### src/rtl/sram_bus_pkg.sv
`default_nettype none
// ============================================================================
// Module      : sram_bus_pkg
// Description : Shared types and constants for the SRAM bus-cycle initiator.
// Revision    : 1.0 - initial release
// ============================================================================
package sram_bus_pkg;

  localparam int DATA_W = 8;

  // 6809 R/W polarity: high reads, low writes
  localparam logic RW_READ  = 1'b1;
  localparam logic RW_WRITE = 1'b0;

  typedef enum logic [1:0] {
    IDLE   = 2'd0,
    SETUP  = 2'd1,
    STROBE = 2'd2,
    HOLD   = 2'd3
  } state_t;

  // Largest of three phase lengths; sizes the shared phase counter
  function automatic int max3(input int a, input int b, input int c);
    int m;
    m = (a > b) ? a : b;
    return (m > c) ? m : c;
  endfunction

endpackage
`default_nettype wire

### src/rtl/sram_bus_master.sv
`default_nettype none
// ============================================================================
// Module      : sram_bus_master
// Description : Single-byte SRAM bus-cycle initiator. Turns a req/ready/done
//               request into a 6809-style access with programmable setup,
//               strobe and hold phases. All outputs are registered.
// Revision    : 1.0 - initial release
// ============================================================================
module sram_bus_master
  import sram_bus_pkg::*;
#(
  parameter int ADDR_W     = 16,
  parameter int SETUP_CYC  = 1,
  parameter int STROBE_CYC = 2,
  parameter int HOLD_CYC   = 1
) (
  input  logic              i_clk,
  input  logic              i_rst_n,
  input  logic              i_req,
  input  logic              i_rw,
  input  logic [ADDR_W-1:0] i_addr,
  input  logic [DATA_W-1:0] i_wdata,
  output logic              o_ready,
  output logic              o_done,
  output logic [DATA_W-1:0] o_rdata,
  output logic [ADDR_W-1:0] o_addr,
  output logic              o_sram_ce,
  output logic              o_RW,
  output logic              o_enable,
  output logic [DATA_W-1:0] o_data,
  output logic              o_data_oe,
  input  logic [DATA_W-1:0] i_data
);

  localparam int c_max_cyc = max3(SETUP_CYC, STROBE_CYC, HOLD_CYC);
  localparam int c_cnt_w   = $clog2(c_max_cyc + 1);

  localparam logic [c_cnt_w-1:0] c_one        = c_cnt_w'(1);
  localparam logic [c_cnt_w-1:0] c_setup_ld   = c_cnt_w'(SETUP_CYC);
  localparam logic [c_cnt_w-1:0] c_strobe_ld  = c_cnt_w'(STROBE_CYC);
  localparam logic [c_cnt_w-1:0] c_hold_ld    = c_cnt_w'(HOLD_CYC);

  state_t               r_state;
  logic [c_cnt_w-1:0]   r_cnt;

  // Phase sequencer: each phase loads its length and counts down to 1;
  // bus outputs are updated on the edge that enters the next phase so they
  // are stable for the whole phase.
  always_ff @(posedge i_clk or negedge i_rst_n) begin
    if (!i_rst_n) begin
      r_state   <= IDLE;
      r_cnt     <= '0;
      o_ready   <= 1'b1;
      o_done    <= 1'b0;
      o_rdata   <= '0;
      o_addr    <= '0;
      o_sram_ce <= 1'b0;
      o_RW      <= RW_READ;
      o_enable  <= 1'b0;
      o_data    <= '0;
      o_data_oe <= 1'b0;
    end else begin
      o_done <= 1'b0;
      case (r_state)
        IDLE: begin
          if (i_req && o_ready) begin
            // Request fields are captured once; later input churn is ignored
            o_addr    <= i_addr;
            o_RW      <= i_rw;
            o_data    <= i_wdata;
            o_sram_ce <= 1'b1;
            o_data_oe <= (i_rw == RW_WRITE);
            o_ready   <= 1'b0;
            r_cnt     <= c_setup_ld;
            r_state   <= SETUP;
          end
        end
        SETUP: begin
          if (r_cnt == c_one) begin
            o_enable <= 1'b1;
            r_cnt    <= c_strobe_ld;
            r_state  <= STROBE;
          end else begin
            r_cnt <= r_cnt - c_one;
          end
        end
        STROBE: begin
          if (r_cnt == c_one) begin
            // Read data is sampled on the edge that closes the strobe
            if (o_RW == RW_READ) begin
              o_rdata <= i_data;
            end
            o_enable <= 1'b0;
            r_cnt    <= c_hold_ld;
            r_state  <= HOLD;
          end else begin
            r_cnt <= r_cnt - c_one;
          end
        end
        HOLD: begin
          if (r_cnt == c_one) begin
            // Release the bus; address and write data keep their last values
            o_sram_ce <= 1'b0;
            o_data_oe <= 1'b0;
            o_RW      <= RW_READ;
            o_done    <= 1'b1;
            o_ready   <= 1'b1;
            r_cnt     <= '0;
            r_state   <= IDLE;
          end else begin
            r_cnt <= r_cnt - c_one;
          end
        end
        default: begin
          r_state <= IDLE;
        end
      endcase
    end
  end

endmodule
`default_nettype wire

### config.mk
export PLATFORM = sky130hd
export DESIGN_NAME = sram_bus_master
export DESIGN_NICKNAME = d
export VERILOG_FILES = /design/src/rtl/sram_bus_pkg.sv /design/src/rtl/sram_bus_master.sv
export SDC_FILE = /design/constraint.sdc
export NUM_CORES = 1
export LEC_CHECK = 0
export BUFFER_PORTS_ARGS = -buffer_cell sky130_fd_sc_hd__buf_2
export CORE_MARGIN = 2
export CORE_UTILIZATION = 40
export DETAILED_ROUTE_END_ITERATION = 12
export PLACE_DENSITY = 0.71
export SLEW_MARGIN = 0
export SYNTH_ARGS = -nofsm -noshare
export SYNTH_HDL_FRONTEND = slang
export SYNTH_SLANG_ARGS = --single-unit
### constraint.sdc
create_clock -name i_clk -period 1.7 [get_ports i_clk]
set_clock_uncertainty 0.1 [all_clocks]
set_input_delay 0.17 -clock i_clk [delete_from_list [all_inputs] [get_ports i_clk]]
set_output_delay 0.17 -clock i_clk [all_outputs]
set_load 0.05 [all_outputs]
==> flow_summary.html <==
<table>
<tr><th>Metric</th><th>Value</th></tr>
<tr><th colspan="2">Clock tree</th></tr>
<tr><td>Clock tree from TritonCTS</td><td>done</td></tr>
<tr><td>Total CTS buffers</td><td>5</td></tr>
<tr><td>Clock net sink count</td><td>42</td></tr>
<tr><td>CTS HTree Levels</td><td>2</td></tr>
<tr><td>Clock transition at path regs</td><td>0.08 ns</td></tr>
<tr><td>Clock Root Buffer</td><td>sky130_fd_sc_hd__clkbuf_8</td></tr>
<tr><td>Latest clock arrival within the worst-skew pair</td><td>slightly below 0.3 ns</td></tr>
<tr><td>Buffers from clock root to sink, at most</td><td>2</td></tr>
<tr><th colspan="2">Setup path</th></tr>
<tr><td>Type of origin of the critical path</td><td>register</td></tr>
<tr><td>R2R depth</td><td>5</td></tr>
<tr><td>FF-to-FF Start</td><td>r_state[1]</td></tr>
<tr><td>Critical-path top delay cell</td><td>sky130_fd_sc_hd__dfrtp_1</td></tr>
<tr><td>Crit path max fanout</td><td>5</td></tr>
<tr><td>Critical path, cell by cell</td><td>inv_2, ha_4, a21boi_4, nor3_4, mux2_4</td></tr>
<tr><td>Crit path required time</td><td>1.78 ns</td></tr>
<tr><td>R2R Path End</td><td>o_data_oe</td></tr>
<tr><td>Reg-to-reg slack, setup</td><td>0.05 ns</td></tr>
<tr><td>Arrival @ worst endpoint</td><td>around 1.7 ns</td></tr>
<tr><td>Crit path largest cell delay</td><td>0.43 ns</td></tr>
<tr><td>Critical path capture point type</td><td>register</td></tr>
<tr><td>Class of the most critical setup path</td><td>register to register</td></tr>
<tr><th colspan="2">Drt</th></tr>
<tr><td>First-pass DRT Iterations</td><td>4</td></tr>
<tr><td>Post-Route WL</td><td>about 3900 um</td></tr>
<tr><td>Detail-routed via count per cell</td><td>4.695</td></tr>
<tr><td>Initial DRC count</td><td>44</td></tr>
<tr><td>Average wire per standard cell</td><td>roughly 14 um</td></tr>
<tr><td>Routed vias</td><td>1291</td></tr>
<tr><td>Final ANT Viol Nets</td><td>0</td></tr>
<tr><td>DRC violation count after routing</td><td>0</td></tr>
<tr><th colspan="2">STA</th></tr>
<tr><td>Relative slew margins</td><td>58.78%</td></tr>
<tr><td>Final Critical Period</td><td>1.653 ns</td></tr>
<tr><td>Final hold violation count</td><td>0</td></tr>
<tr><td>Max-slew violation count</td><td>0</td></tr>
<tr><td>Worst hold margin</td><td>0.01132 ns</td></tr>
<tr><td>Highest Clock Rate</td><td>between 600 and 700 MHz</td></tr>
<tr><td>Post-route fraction of the period consumed by the critical path</td><td>97.26%</td></tr>
<tr><td>Final number of setup-violating endpoints</td><td>0</td></tr>
<tr><td>Worst-Margin Slew</td><td>between 0.6 and 0.7 ns</td></tr>
<tr><th colspan="2">Synthesis</th></tr>
<tr><td>FF+latch count, synth</td><td>42</td></tr>
<tr><td>Yosys warning total</td><td>0</td></tr>
<tr><td>Fraction of synthesis flops using an asynchronous set or reset pin</td><td>100.0%</td></tr>
<tr><td>Syn_nets</td><td>around 170</td></tr>
<tr><td>Count of cell types in the netlist</td><td>22</td></tr>
<tr><td>Average size of a mapped cell</td><td>approximately 15 um^2</td></tr>
<tr><td>Post-synthesis cell area</td><td>0.001863 mm^2</td></tr>
<tr><td>Cell count after synthesis</td><td>121</td></tr>
<tr><td>EDFF count, synth</td><td>0</td></tr>
<tr><td>Cell type with the highest aggregate area in the netlist</td><td>sky130_fd_sc_hd__dfrtp_1</td></tr>
<tr><td>Sequential share of the synthesized area</td><td>a little under three fifths</td></tr>
<tr><td>Cells taking the most area after synthesis</td><td>sky130_fd_sc_hd__dfrtp_1 (54%), sky130_fd_sc_hd__mux2_4 (18%), sky130_fd_sc_hd__mux2_2 (7.9%), sky130_fd_sc_hd__ha_1 (5.4%), sky130_fd_sc_hd__dfstp_2 (2.8%)</td></tr>
<tr><td>Area share of the largest cell type after synthesis</td><td>a little over half</td></tr>
<tr><td>Most used flip-flop cell after synthesis</td><td>sky130_fd_sc_hd__dfrtp_1</td></tr>
<tr><th colspan="2">GRT</th></tr>
<tr><td>Maximum number of pins on one net before global-route repair</td><td>30</td></tr>
<tr><td>Vias in the first global route</td><td>1284</td></tr>
<tr><td>Aggregate global routing overflow</td><td>0</td></tr>
<tr><td>Global-route total usage across every layer</td><td>about 15%</td></tr>
<tr><td>Wire length of the first global-routing pass</td><td>6072 um</td></tr>
<tr><td>Met3 track demand over resource in global routing</td><td>3.333%</td></tr>
<tr><td>Antenna violations before repair</td><td>0</td></tr>
<tr><td>Most utilized layer in the global route result</td><td>met2</td></tr>
<tr><td>Met2 capacity usage during global routing</td><td>25.89%</td></tr>
<tr><td>Met1 demand-to-capacity share in global routing</td><td>around 19%</td></tr>
<tr><th colspan="2">Cells and area</th></tr>
<tr><td>Area growth from synthesis to layout</td><td>40.36%</td></tr>
<tr><td>Diodes inserted</td><td>0</td></tr>
<tr><td># nets final</td><td>266</td></tr>
<tr><td>Layout cells sized above 1</td><td>61.43%</td></tr>
<tr><td>Filler cells</td><td>~370</td></tr>
<tr><th colspan="2">Min path</th></tr>
<tr><td>Number of instances on the worst hold path</td><td>2</td></tr>
<tr><td>Destination of the worst hold path</td><td>o_rdata[0]</td></tr>
<tr><td>Worst Hold Launch</td><td>i_data[0]</td></tr>
<tr><td>Type of the tightest min-delay check</td><td>primary input to register</td></tr>
<tr><th colspan="2">Job</th></tr>
<tr><td>Max-cap violations</td><td>0</td></tr>
<tr><th colspan="2">Outcome</th></tr>
<tr><td>Run status</td><td>completed</td></tr>
<tr><th colspan="2">Placed design</th></tr>
<tr><td>Port-buffer cells</td><td>73</td></tr>
<tr><td>HPWL after detailed placement</td><td>about 2600 um</td></tr>
<tr><td>Placer congestion estimate</td><td>0.8184</td></tr>
<tr><th colspan="2">Die</th></tr>
<tr><td>Number of ports placed on the die boundary</td><td>74</td></tr>
<tr><td>Effective utilization at floorplan</td><td>a little over two fifths</td></tr>
<tr><td>Full die area</td><td>0.005219 mm^2</td></tr>
<tr><td>Die Width</td><td>72.25 um</td></tr>
<tr><td>Std cell rows</td><td>24</td></tr>
<tr><td>Core ar.</td><td>0.004414 mm^2</td></tr>
<tr><td>Chip height</td><td>72.25 um</td></tr>
</table>
==> synth_stat cells, types with 2 or more instances <==
library cell and instances:
sky130_fd_sc_hd__a21oi_1 6, sky130_fd_sc_hd__buf_6 2, sky130_fd_sc_hd__dfrtp_1 40, sky130_fd_sc_hd__dfstp_2 2
sky130_fd_sc_hd__ha_1 8, sky130_fd_sc_hd__inv_1 8, sky130_fd_sc_hd__mux2_2 13, sky130_fd_sc_hd__mux2_4 22
sky130_fd_sc_hd__mux2i_1 2, sky130_fd_sc_hd__nand3_2 2, sky130_fd_sc_hd__nor2_1 3, sky130_fd_sc_hd__o21a_1 2
sky130_fd_sc_hd__o21ai_0 2
==> per-stage QoR <==
stage / setup slack [ns] / area, um^2 / util (%) / cells / TNS [ns]
final: 0.04650 / 2615 / 59.24 / 275 / 0
after detailed placement: 0.007440 / 2341 / 53.03 / 251 / 0
after floorplan: 0.007824 / 1866 / - / 121 / 0
after CTS: 0.02863 / 2584 / 58.53 / 273 / 0
after global placement: 0.04675 / 2341 / 53.03 / 251 / 0
after global routing: -0.03184 / 2615 / 59.24 / 275 / -0.05389
==> worst max-delay path: cells and delay by family, from the launching register on <==
family,cells,cell delay [ns]
AND/OR/NAND/NOR,1,0.29
buffers and inverters,1,0.08
AO/OA/AOI/OAI,1,0.14
flip-flops,1,0.43
adder cells (fa/ha/maj),1,0.18
multiplexers,1,0.32
==> registers in the layout (all words and copies together), names as in the netlist, 2 cells and up <==
signal and count:
o_rdata 8, o_addr 16, r_cnt 2, o_data 8, r_state 2
==> cell usage in the layout (no fill, tap or decap), types with 2 or more instances in the layout <==
master,Yosys,routed
sky130_fd_sc_hd__mux2_2,13,13
sky130_fd_sc_hd__clkbuf_8,0,6
sky130_fd_sc_hd__inv_2,0,2
sky130_fd_sc_hd__dfstp_2,2,2
sky130_fd_sc_hd__mux2i_1,2,2
sky130_fd_sc_hd__nor2_1,3,3
sky130_fd_sc_hd__dfrtp_1,40,40
sky130_fd_sc_hd__buf_4,0,8
sky130_fd_sc_hd__dlygate4sd3_1,0,14
sky130_fd_sc_hd__nand3_2,2,2
sky130_fd_sc_hd__o21a_1,2,2
sky130_fd_sc_hd__mux2_4,22,22
sky130_fd_sc_hd__ha_1,8,6
sky130_fd_sc_hd__inv_1,8,6
sky130_fd_sc_hd__a21oi_1,6,6
sky130_fd_sc_hd__buf_2,1,73
==> logic make-up after synthesis <==
family | share of synthesized area, %
AO/OA/AOI/OAI | 4.836
adder cells (fa/ha/maj) | 5.373
multiplexers | 26.66
AND/OR/NAND/NOR | 3.493
flip-flops | 56.55
buffers and inverters | 3.089
==> routing by layer <==
metal  up-vias  part of all wire [%]
li1        617                     -
met1       629                    42
met2        43                    51
met3         2                   5.8
met4         0                  0.54
met5         -                     0
==> cell type report <==
class	count	area [um^2]	share of cell area, %
multi-input combinational	68	774.5	29.62
inverter	8	30.03	1.148
clock inverter	2	12.51	0.4785
clock buffer	6	82.58	3.158
tap	52	65.06	2.488
sequential	42	1054	40.29
timing repair buffer	97	596.8	22.82
==> timing repair <==
item | CTS | global route
hold buffers | 13 | 1
hold endpoints to repair | 37 | 1
resized for setup | 2 | 5
endpoints found under the setup margin | 4 | 13
pin swaps | 1 | 2
buffers inserted | 1 | 1
==> worst max path at each step <==
| stage | startpoint | endpoint | slack, ns | cells after the start |
|---|---|---|---|---|
| CTS | r_state[0] | o_data_oe | 0.03 | 5 |
| finish | r_state[1] | o_data_oe | 0.05 | 5 |
| floorplan | r_state[0] | o_data_oe | 0.008 | 5 |
| global route | r_state[0] | o_data_oe | -0.03 | 4 |
| global placement | r_state[0] | r_state[1] | 0.05 | 5 |
| detailed placement | r_state[0] | r_state[1] | 0.007 | 5 |
Power is left out: the tool's default activity adds up to more than one toggle a clock period on the data nets, which glitch-free logic cannot reach.
